<file path="config.mk">
export PLATFORM = sky130hd
export DESIGN_NAME = psram_req_arb
export DESIGN_NICKNAME = d
export VERILOG_FILES = /design/src/rtl/psram_req_arb.sv
export SDC_FILE = /design/constraint.sdc
export NUM_CORES = 1
export LEC_CHECK = 0
export BUFFER_PORTS_ARGS = -buffer_cell sky130_fd_sc_hd__buf_4
export CAP_MARGIN = 25
export CELL_PAD_IN_SITES_DETAIL_PLACEMENT = 1
export CELL_PAD_IN_SITES_GLOBAL_PLACEMENT = 1
export CORE_MARGIN = 5
export CORE_UTILIZATION = 34
export CTS_BUF_LIST = sky130_fd_sc_hd__clkbuf_8
export DETAILED_ROUTE_END_ITERATION = 10
export GPL_TIMING_DRIVEN = 0
export PLACE_DENSITY_LB_ADDON = 0.1
export SLEW_MARGIN = 20
export SYNTH_ARGS = -nofsm -noshare
export SYNTH_HDL_FRONTEND = slang
export SYNTH_SLANG_ARGS = --single-unit
</file>
<file path="constraint.sdc">
create_clock -name clk_i -period 1.9 [get_ports clk_i]
set_input_delay 0.285 -clock clk_i [delete_from_list [all_inputs] [get_ports clk_i]]
set_output_delay 0.285 -clock clk_i [all_outputs]
set_load 0.1 [all_outputs]
</file>
<file path="src/rtl/psram_req_arb.sv">
// Round-robin arbiter and sequencer sharing one PSRAM controller port among NUM_REQ
// requesters. One single-word transfer at a time. A watchdog aborts transfers whose
// completion never arrives.
`timescale 1ns / 1ps

module psram_req_arb #(
    parameter int unsigned NUM_REQ    = 2,
    parameter int unsigned ADDR_WIDTH = 24,
    parameter int unsigned TIMEOUT    = 1024
) (
    input  logic                          clk_i,
    input  logic                          rst_n_i,
    input  logic [NUM_REQ-1:0]            req_valid_i,
    input  logic [NUM_REQ*ADDR_WIDTH-1:0] req_addr_i,
    input  logic [NUM_REQ*32-1:0]         req_wdata_i,
    input  logic [NUM_REQ*4-1:0]          req_wstrb_i,
    output logic [NUM_REQ-1:0]            req_ready_o,
    output logic [31:0]                   req_rdata_o,
    output logic                          mem_valid_o,
    output logic [ADDR_WIDTH-1:0]         mem_addr_o,
    output logic [31:0]                   mem_wdata_o,
    output logic [3:0]                    mem_wstrb_o,
    input  logic                          mem_ready_i,
    input  logic [31:0]                   mem_rdata_i,
    output logic [NUM_REQ-1:0]            grant_o,
    output logic                          timeout_o
);

    localparam int unsigned IdxW     = (NUM_REQ > 1) ? $clog2(NUM_REQ) : 1;
    localparam int unsigned CntW     = (TIMEOUT > 0) ? $clog2(TIMEOUT + 1) : 1;
    localparam int unsigned AbortAt  = (TIMEOUT > 0) ? TIMEOUT - 1 : 0;
    // Counter value seen on the cycle the abort decision is taken (TIMEOUT-th ISSUE cycle).
    localparam logic [CntW-1:0] CntAbort = CntW'(AbortAt);
    localparam logic [CntW-1:0] CntSat   = CntW'(TIMEOUT);

    typedef enum logic [1:0] {
        StIdle,
        StIssue,
        StDone
    } state_e;

    state_e                 state_q, state_d;
    logic [IdxW-1:0]        last_q, last_d;
    logic [CntW-1:0]        cnt_q, cnt_d;
    logic [NUM_REQ-1:0]     grant_q, grant_d;
    logic                   valid_q, valid_d;
    logic [ADDR_WIDTH-1:0]  addr_q, addr_d;
    logic [31:0]            wdata_q, wdata_d;
    logic [3:0]             wstrb_q, wstrb_d;
    logic [31:0]            rdata_q, rdata_d;
    logic                   timeout_q, timeout_d;

    logic [NUM_REQ-1:0]     hi_mask;
    logic [NUM_REQ-1:0]     req_hi;
    logic [IdxW-1:0]        win_idx;
    logic                   win_found;

    // Round-robin pick: lowest valid index above the last winner, else lowest valid overall.
    always_comb begin
        hi_mask = '0;
        for (int k = 0; k < NUM_REQ; k++) begin
            hi_mask[k] = (k > int'(last_q));
        end
        req_hi    = req_valid_i & hi_mask;
        win_found = |req_valid_i;
        win_idx   = '0;
        for (int k = NUM_REQ - 1; k >= 0; k--) begin
            if (req_valid_i[k]) win_idx = IdxW'(k);
        end
        for (int k = NUM_REQ - 1; k >= 0; k--) begin
            if (req_hi[k]) win_idx = IdxW'(k);
        end
    end

    // Next-state and registered-output logic for the IDLE/ISSUE/DONE sequencer.
    always_comb begin
        state_d   = state_q;
        last_d    = last_q;
        cnt_d     = cnt_q;
        grant_d   = grant_q;
        valid_d   = valid_q;
        addr_d    = addr_q;
        wdata_d   = wdata_q;
        wstrb_d   = wstrb_q;
        rdata_d   = rdata_q;
        timeout_d = 1'b0;
        unique case (state_q)
            StIdle: begin
                if (win_found) begin
                    state_d          = StIssue;
                    last_d           = win_idx;
                    grant_d          = '0;
                    grant_d[win_idx] = 1'b1;
                    valid_d          = 1'b1;
                    addr_d           = req_addr_i[32'(win_idx) * ADDR_WIDTH +: ADDR_WIDTH];
                    wdata_d          = req_wdata_i[32'(win_idx) * 32 +: 32];
                    wstrb_d          = req_wstrb_i[32'(win_idx) * 4 +: 4];
                    cnt_d            = '0;
                end
            end
            StIssue: begin
                if (mem_ready_i) begin
                    // Completion wins over an abort decided in the same cycle.
                    valid_d = 1'b0;
                    rdata_d = mem_rdata_i;
                    state_d = StDone;
                end else begin
                    if (cnt_q != CntSat) cnt_d = cnt_q + CntW'(1);
                    if (TIMEOUT != 0 && cnt_q == CntAbort) begin
                        valid_d   = 1'b0;
                        rdata_d   = '0;
                        timeout_d = 1'b1;
                        state_d   = StDone;
                    end
                end
            end
            StDone: begin
                grant_d = '0;
                state_d = StIdle;
            end
            default: state_d = StIdle;
        endcase
    end

    // State and output registers, cleared asynchronously.
    always_ff @(posedge clk_i or negedge rst_n_i) begin
        if (!rst_n_i) begin
            state_q   <= StIdle;
            last_q    <= IdxW'(NUM_REQ - 1);
            cnt_q     <= '0;
            grant_q   <= '0;
            valid_q   <= 1'b0;
            addr_q    <= '0;
            wdata_q   <= '0;
            wstrb_q   <= '0;
            rdata_q   <= '0;
            timeout_q <= 1'b0;
        end else begin
            state_q   <= state_d;
            last_q    <= last_d;
            cnt_q     <= cnt_d;
            grant_q   <= grant_d;
            valid_q   <= valid_d;
            addr_q    <= addr_d;
            wdata_q   <= wdata_d;
            wstrb_q   <= wstrb_d;
            rdata_q   <= rdata_d;
            timeout_q <= timeout_d;
        end
    end

    assign req_ready_o = (state_q == StDone) ? grant_q : '0;
    assign req_rdata_o = rdata_q;
    assign mem_valid_o = valid_q;
    assign mem_addr_o  = addr_q;
    assign mem_wdata_o = wdata_q;
    assign mem_wstrb_o = wstrb_q;
    assign grant_o     = grant_q;
    assign timeout_o   = timeout_q;

endmodule

</file>
# Word level (Yosys, flattened, before mapping)
# Cells that the tools add are included.
# totals
regBits,110
in_bits,157
output_inout_bits,98
elab_cells,65
# op_classes
n_addsub,1
multipliers,1
n_lt_le_gt_ge,3
n_eq_ne,8
shift,3
muxes,26
n_bitwise,1
n_reduce_logical,12
# ops
operator,count
$mux W32,2
$shiftx A64 B7 Y32,1
$shiftx A48 B7 Y24,1
$mux W11,3
$pmux W11 S2,1
$add A11 B1 Y11 const B,1
$eq A11 B10 Y1 const B,1
$mux W1,11
$ne A11 B11 Y1 const B,1
$mux W2,5
$pmux W2 S2,2
$reduce_and A2 Y1,4
$shiftx A8 B4 Y4,1
$ne A2 B2 Y1 const B,3
$reduce_bool A2 Y1,3
$reduce_and A4 Y1,1
$mul A1 B2 Y3 const B,1
$ne A3 B3 Y1 const B,1
$reduce_and A3 Y1,1
$and A2 B2 Y2,1
$eq A2 B1 Y1 const B,1
$eq A2 B2 Y1 const B,1
$logic_not A2 Y1,1
$lt A1 B2 Y1 const B,1
other kinds (6),6

# Longest topological paths before layout
# logic_depth
word_depth,10
depth_mapped,7
ltp_nobuf,5

# Least setup slack after synthesis
# Ideal clock, no wire load.
# synth_path
path_kind,register to output
from,"reg grant_q[0], in the netlist grant_o[0]"
to,out req_ready_o[0]
t_arrival_ps,2299
t_required_ps,1615
slack_ps,-684
stages_incl_launch_ff,3
n_path_buf,0
cell_sequence,dfrtp_1 -> inv_1 -> nor2_1
# synth_via
elab_chain_cells,1
# synth_rtl
element,line_no,source
start: declaration,45,"logic [NUM_REQ-1:0] grant_q, grant_d;"
start signal: assignment,142,grant_q <= grant_d;
$mux W2,152,assign req_ready_o = (state_q == StDone) ? grant_q : '0;
end: declaration,17,"output logic [NUM_REQ-1:0] req_ready_o,"
# No other way between the ends.

# Final worst setup path
# layout_path
from,reg state_q[0]
to,out req_ready_o[1]
# layout_via
elab_chain_cells,2
# layout_rtl
element,line_no,source
start: declaration,42,"state_e state_q, state_d;"
start signal: assignment,128,state_q <= StIdle;
start signal: assignment,139,state_q <= state_d;
$eq A2 B2 Y1,152,
$mux W2,152,
# No other way between the ends.

==> results.md <==
Timing:
- Setup repair after global routing left no endpoint under its margin.
- The final count of pins violating max slew was 0.
- The number of setup violations in the final report is 0.
- The routed design could run at a clock period as short as 1.82 ns.
- The share of the cycle needed by the critical path after routing is 95.9%.
- The aggregate negative setup slack is 0 ns.
- The clock arrives with 0.00755 ns of skew.
- For the pin with the worst max-slew slack, the measured transition is 0.504 ns.
- The final hold violation count is 0.
- The worst pin sits at a relative slew slack of 66.4%.
- The upper clock frequency limit is 549 MHz.

Placed design:
- The number of cells after detailed placement is 874.
- In this run the tool buffered the top-level ports with 254 buffer cells.
- Detailed placement finished with a half-perimeter wire length of ~13 mm.
- Routability-driven placement finished with a final weighted congestion of 0.825.

Cells and area:
- The count of non-filler cells in the finished layout is 894.
- The ratio of cells with drive above 1 in the final layout is 45.0%.
- Counting the fill cells in the layout gives about 1600.
- The number of diodes is 0.
- The final net count is 868.
- Relative to the synthesized area, the layout overhead comes to 51.5%.

Global routing:
- The total overflow left after global routing is 0.
- The via count of the first global-routing pass is 4888.
- The first global-routing pass estimated 26.0 mm of wire.
- The maximum number of pins on one net before global-route repair is 63.
- The number of antenna violations at the first check in global routing is 0.
- The combined global-route utilization of all metal layers is 20.5%.

Yosys:
- The number of warnings reported in the yosys synthesis log is 0.
- The main flop type after synthesis is sky130_fd_sc_hd__dfrtp_1.
- The post-synthesis sequential area ratio is 58.6%.
- The mux contribution to synthesized area is 0%.
- The number of different library cells used by synthesis comes to 40.
- Dividing the synthesized area by the synthesized cell count gives approximately 11 sq um.
- After synthesis the cells add up to 0.00470 sq mm.
- Counting instances in the post-synthesis netlist gives the leading cell types as sky130_fd_sc_hd__nand2_1 (125), sky130_fd_sc_hd__dfrtp_1 (109), sky130_fd_sc_hd__a22oi_1 (60), sky130_fd_sc_hd__a22o_1 (28), sky130_fd_sc_hd__clkbuf_1 (14).
- Of the total synthesized cell area, the portion taken by AND, OR, NAND and NOR gates is 15.5%.
- Synthesis produced a netlist whose cell count is 439.
- The post-synthesis xor/xnor area fraction is 0%.
- The async set or reset register ratio after synthesis is 100%.
- Among all cell types in the netlist, the one instantiated most often is sky130_fd_sc_hd__nand2_1.
- The largest area contributor in the netlist is sky130_fd_sc_hd__dfrtp_1.
- After Yosys synthesis, full adders, half adders and majority gates account for 0.533% of the synthesized area.
- The area share of the largest cell type after synthesis is 58.1%.
- By area the synthesized netlist is led by sky130_fd_sc_hd__dfrtp_1 (58%), sky130_fd_sc_hd__nand2_1 (10%), sky130_fd_sc_hd__a22oi_1 (9.6%), sky130_fd_sc_hd__a22o_1 (5.2%), sky130_fd_sc_hd__o21ai_0 (1.4%).
- The fraction of the mapped netlist area in compound gates is 21.1%.
- The count of flip-flops with a built-in enable after synthesis is 0.
- In this run, synthesis produced a sequential element count of 110.
- After synthesis, the largest family of logic cells by area is compound AO/OA/AOI/OAI gates.
- The net count after synthesis is 598.

Worst setup path:
- The type of the setup path with the least slack is reg2out.
- STA classifies the critical path endpoint as an output pin.
- At the worst endpoint, the required time is roughly 1.6 ns.
- The nature of the critical path startpoint is a flip-flop.
- Data arrives at the worst endpoint at 1.54 ns.
- Along the worst path, the maximum fanout reaches 10.

Worst hold path:
- The class of the tightest hold or removal check is in2reg.

Detailed routing:
- The number of remaining DRC errors is 0.
- The routed length per instance is 18.5 microns.
- After the first detailed-routing iteration, the DRC count stood at 195.
- The final wirelength is 16.5 mm.
- The number of nets with antenna violations after routing is 0.
- Using the TritonRoute via totals, the vias-per-cell ratio works out to 5.06.
- The number of iterations in the first detailed-routing pass is 4.
- The total via count after detailed routing is ~4500.

Floorplanning:
- Measured along the x axis, the die boundary spans roughly 130 microns.
- Once the floorplan was initialized, standard cells occupied 34.2% of the core.
- The die covers ~0.016 sq mm.
- Measured along the y axis, the die boundary spans 128 microns.
- The number of ports placed on the die boundary is 255.
- The area of the core is 0.0137 sq mm.
- The number of standard-cell rows in the floorplan is between 40 and 50.

Outcome:
- The run finished with clean final reports.

Clock tree:
- The root buffer cell chosen for the clock tree is sky130_fd_sc_hd__clkbuf_8.
- The CTS tree is built.
- The clock insertion delay at the later pin of the skew report is between 0.3 and 0.4 ns.
- The clock passes through at most 2 buffers.
- The H-tree was split into 3 levels.
- After clock tree synthesis, the clock-pin slew on the worst setup and hold paths is between 0.1 and 0.15 ns.
- The clock net in this run drives a total of 110 sinks.
- Clock tree synthesis inserted a total of 9 buffers.

Job:
- The tool flagged a number of max-cap violations equal to 0.
per-layer routing:
| metal | global-route usage (%) | up-vias | part of all wire [%] |
|---|---|---|---|
| met3 | 6.61 | 25 | 7.7 |
| met4 | 8.77 | 0 | 2.5 |
| met5 | 0 | - | 0 |
| met2 | 34.6 | 167 | 51 |
| li1 | - | 2112 | - |
| met1 | 23.9 | 2219 | 39 |
flip-flops by register name, summed over array words and instances (netlist names):
| signal | count |
|---|---|
| last_q | 1 |
| mem_valid_o | 1 |
| mem_addr_o | 24 |
| timeout_o | 1 |
| req_rdata_o | 32 |
| grant_o | 2 |
| mem_wstrb_o | 4 |
| cnt_q | 11 |
| state_q | 2 |
| mem_wdata_o | 32 |
cell usage in the layout, fill, tap and decap left out, types with 2 or more instances in the layout:
master,n
sky130_fd_sc_hd__nor2_4,2
sky130_fd_sc_hd__o31ai_1,5
sky130_fd_sc_hd__inv_6,2
sky130_fd_sc_hd__dfrtp_1,105
sky130_fd_sc_hd__nand4_2,2
sky130_fd_sc_hd__dfrtp_2,4
sky130_fd_sc_hd__buf_4,255
sky130_fd_sc_hd__and4_1,3
sky130_fd_sc_hd__clkbuf_8,10
sky130_fd_sc_hd__a21oi_1,2
sky130_fd_sc_hd__clkbuf_1,10
sky130_fd_sc_hd__o21ai_0,13
sky130_fd_sc_hd__a31oi_1,4
sky130_fd_sc_hd__and2_1,5
sky130_fd_sc_hd__nand2_1,125
sky130_fd_sc_hd__buf_6,8
sky130_fd_sc_hd__a22o_1,28
sky130_fd_sc_hd__a22o_2,4
sky130_fd_sc_hd__a41oi_1,2
sky130_fd_sc_hd__o41ai_1,3
sky130_fd_sc_hd__nor4b_1,2
sky130_fd_sc_hd__a31o_2,2
sky130_fd_sc_hd__nand3_1,5
sky130_fd_sc_hd__nor2_1,6
sky130_fd_sc_hd__a22oi_1,60
sky130_fd_sc_hd__buf_2,12
sky130_fd_sc_hd__clkbuf_2,4
sky130_fd_sc_hd__inv_1,6
sky130_fd_sc_hd__clkinv_2,2
cell families after synthesis:
logic type | count (synthesis)
and+or+nand+nor | 159
DFF | 110
adders and majority gates | 2
buffers and inverters | 38
AOI/OAI and AO/OA | 130
critical path: stages, from the launching register on:
cell and delay, ns:
sky130_fd_sc_hd__dfrtp_1 0.37, sky130_fd_sc_hd__buf_4 0.18, sky130_fd_sc_hd__nand2b_2 0.25, sky130_fd_sc_hd__nor2_4 0.11
sky130_fd_sc_hd__buf_6 0.23
layout make-up:
| type | instances | area, sq um | share of cell area, % |
|---|---|---|---|
| timing repair buffer | 259 | 1980 | 27.8 |
| clock buffer | 10 | 138 | 1.93 |
| buffer | 32 | 181 | 2.55 |
| tap | 180 | 225 | 3.16 |
| inverter | 6 | 22.5 | 0.316 |
| sequential | 110 | 2760 | 38.8 |
| multi-input combinational | 291 | 1770 | 24.9 |
| clock inverter | 6 | 43.8 | 0.615 |
metrics by stage:
stage | hold slack (ns) | utilization (%) | instance area [sq um] | worst slack (ns)
5_1_grt | 0.0875 | 51.9 | 7120 | 0.00202
2_1_floorplan | -0.0106 | - | 4720 | 0.282
6_report | 0.105 | 51.9 | 7120 | 0.0779
3_5_place_dp | 0.258 | 50.1 | 6880 | -0.104
4_1_cts | 0.0812 | 51.8 | 7100 | 0.000631
3_3_place_gp | 0.453 | 49.9 | 6850 | -0.0223
repair_timing:
| item | 4_1_cts | 5_1_grt |
|---|---|---|
| endpoints found under the hold margin | 47 | 0 |
| setup buffers | 3 | 0 |
| pin swaps | 2 | 1 |
| hold buffers | 1 | 0 |
| gates resized for setup | 5 | 7 |
| endpoints found under the setup margin | 57 | 85 |
path summary, 6_finish.rpt:
kind | startpoint | to | slack (ns) | depth (start not counted)
setup reg to reg | state_q[1] | cnt_q[9] | 0.10 | 6
hold reg to reg | mem_addr_o[18] | mem_addr_o[18] | 0.48 | 2
hold / removal | req_addr_i[8] | mem_addr_o[8] | 0.10 | 3
setup / recovery | state_q[0] | req_ready_o[1] | 0.08 | 4
max in group asynchronous | rst_n_i | mem_addr_o[14] | 0.84 | 3
min in group asynchronous | rst_n_i | cnt_q[5] | 0.39 | 2
Power is not shown: default switching activity piles up to over one toggle a cycle in this logic, so the estimate is an artifact.
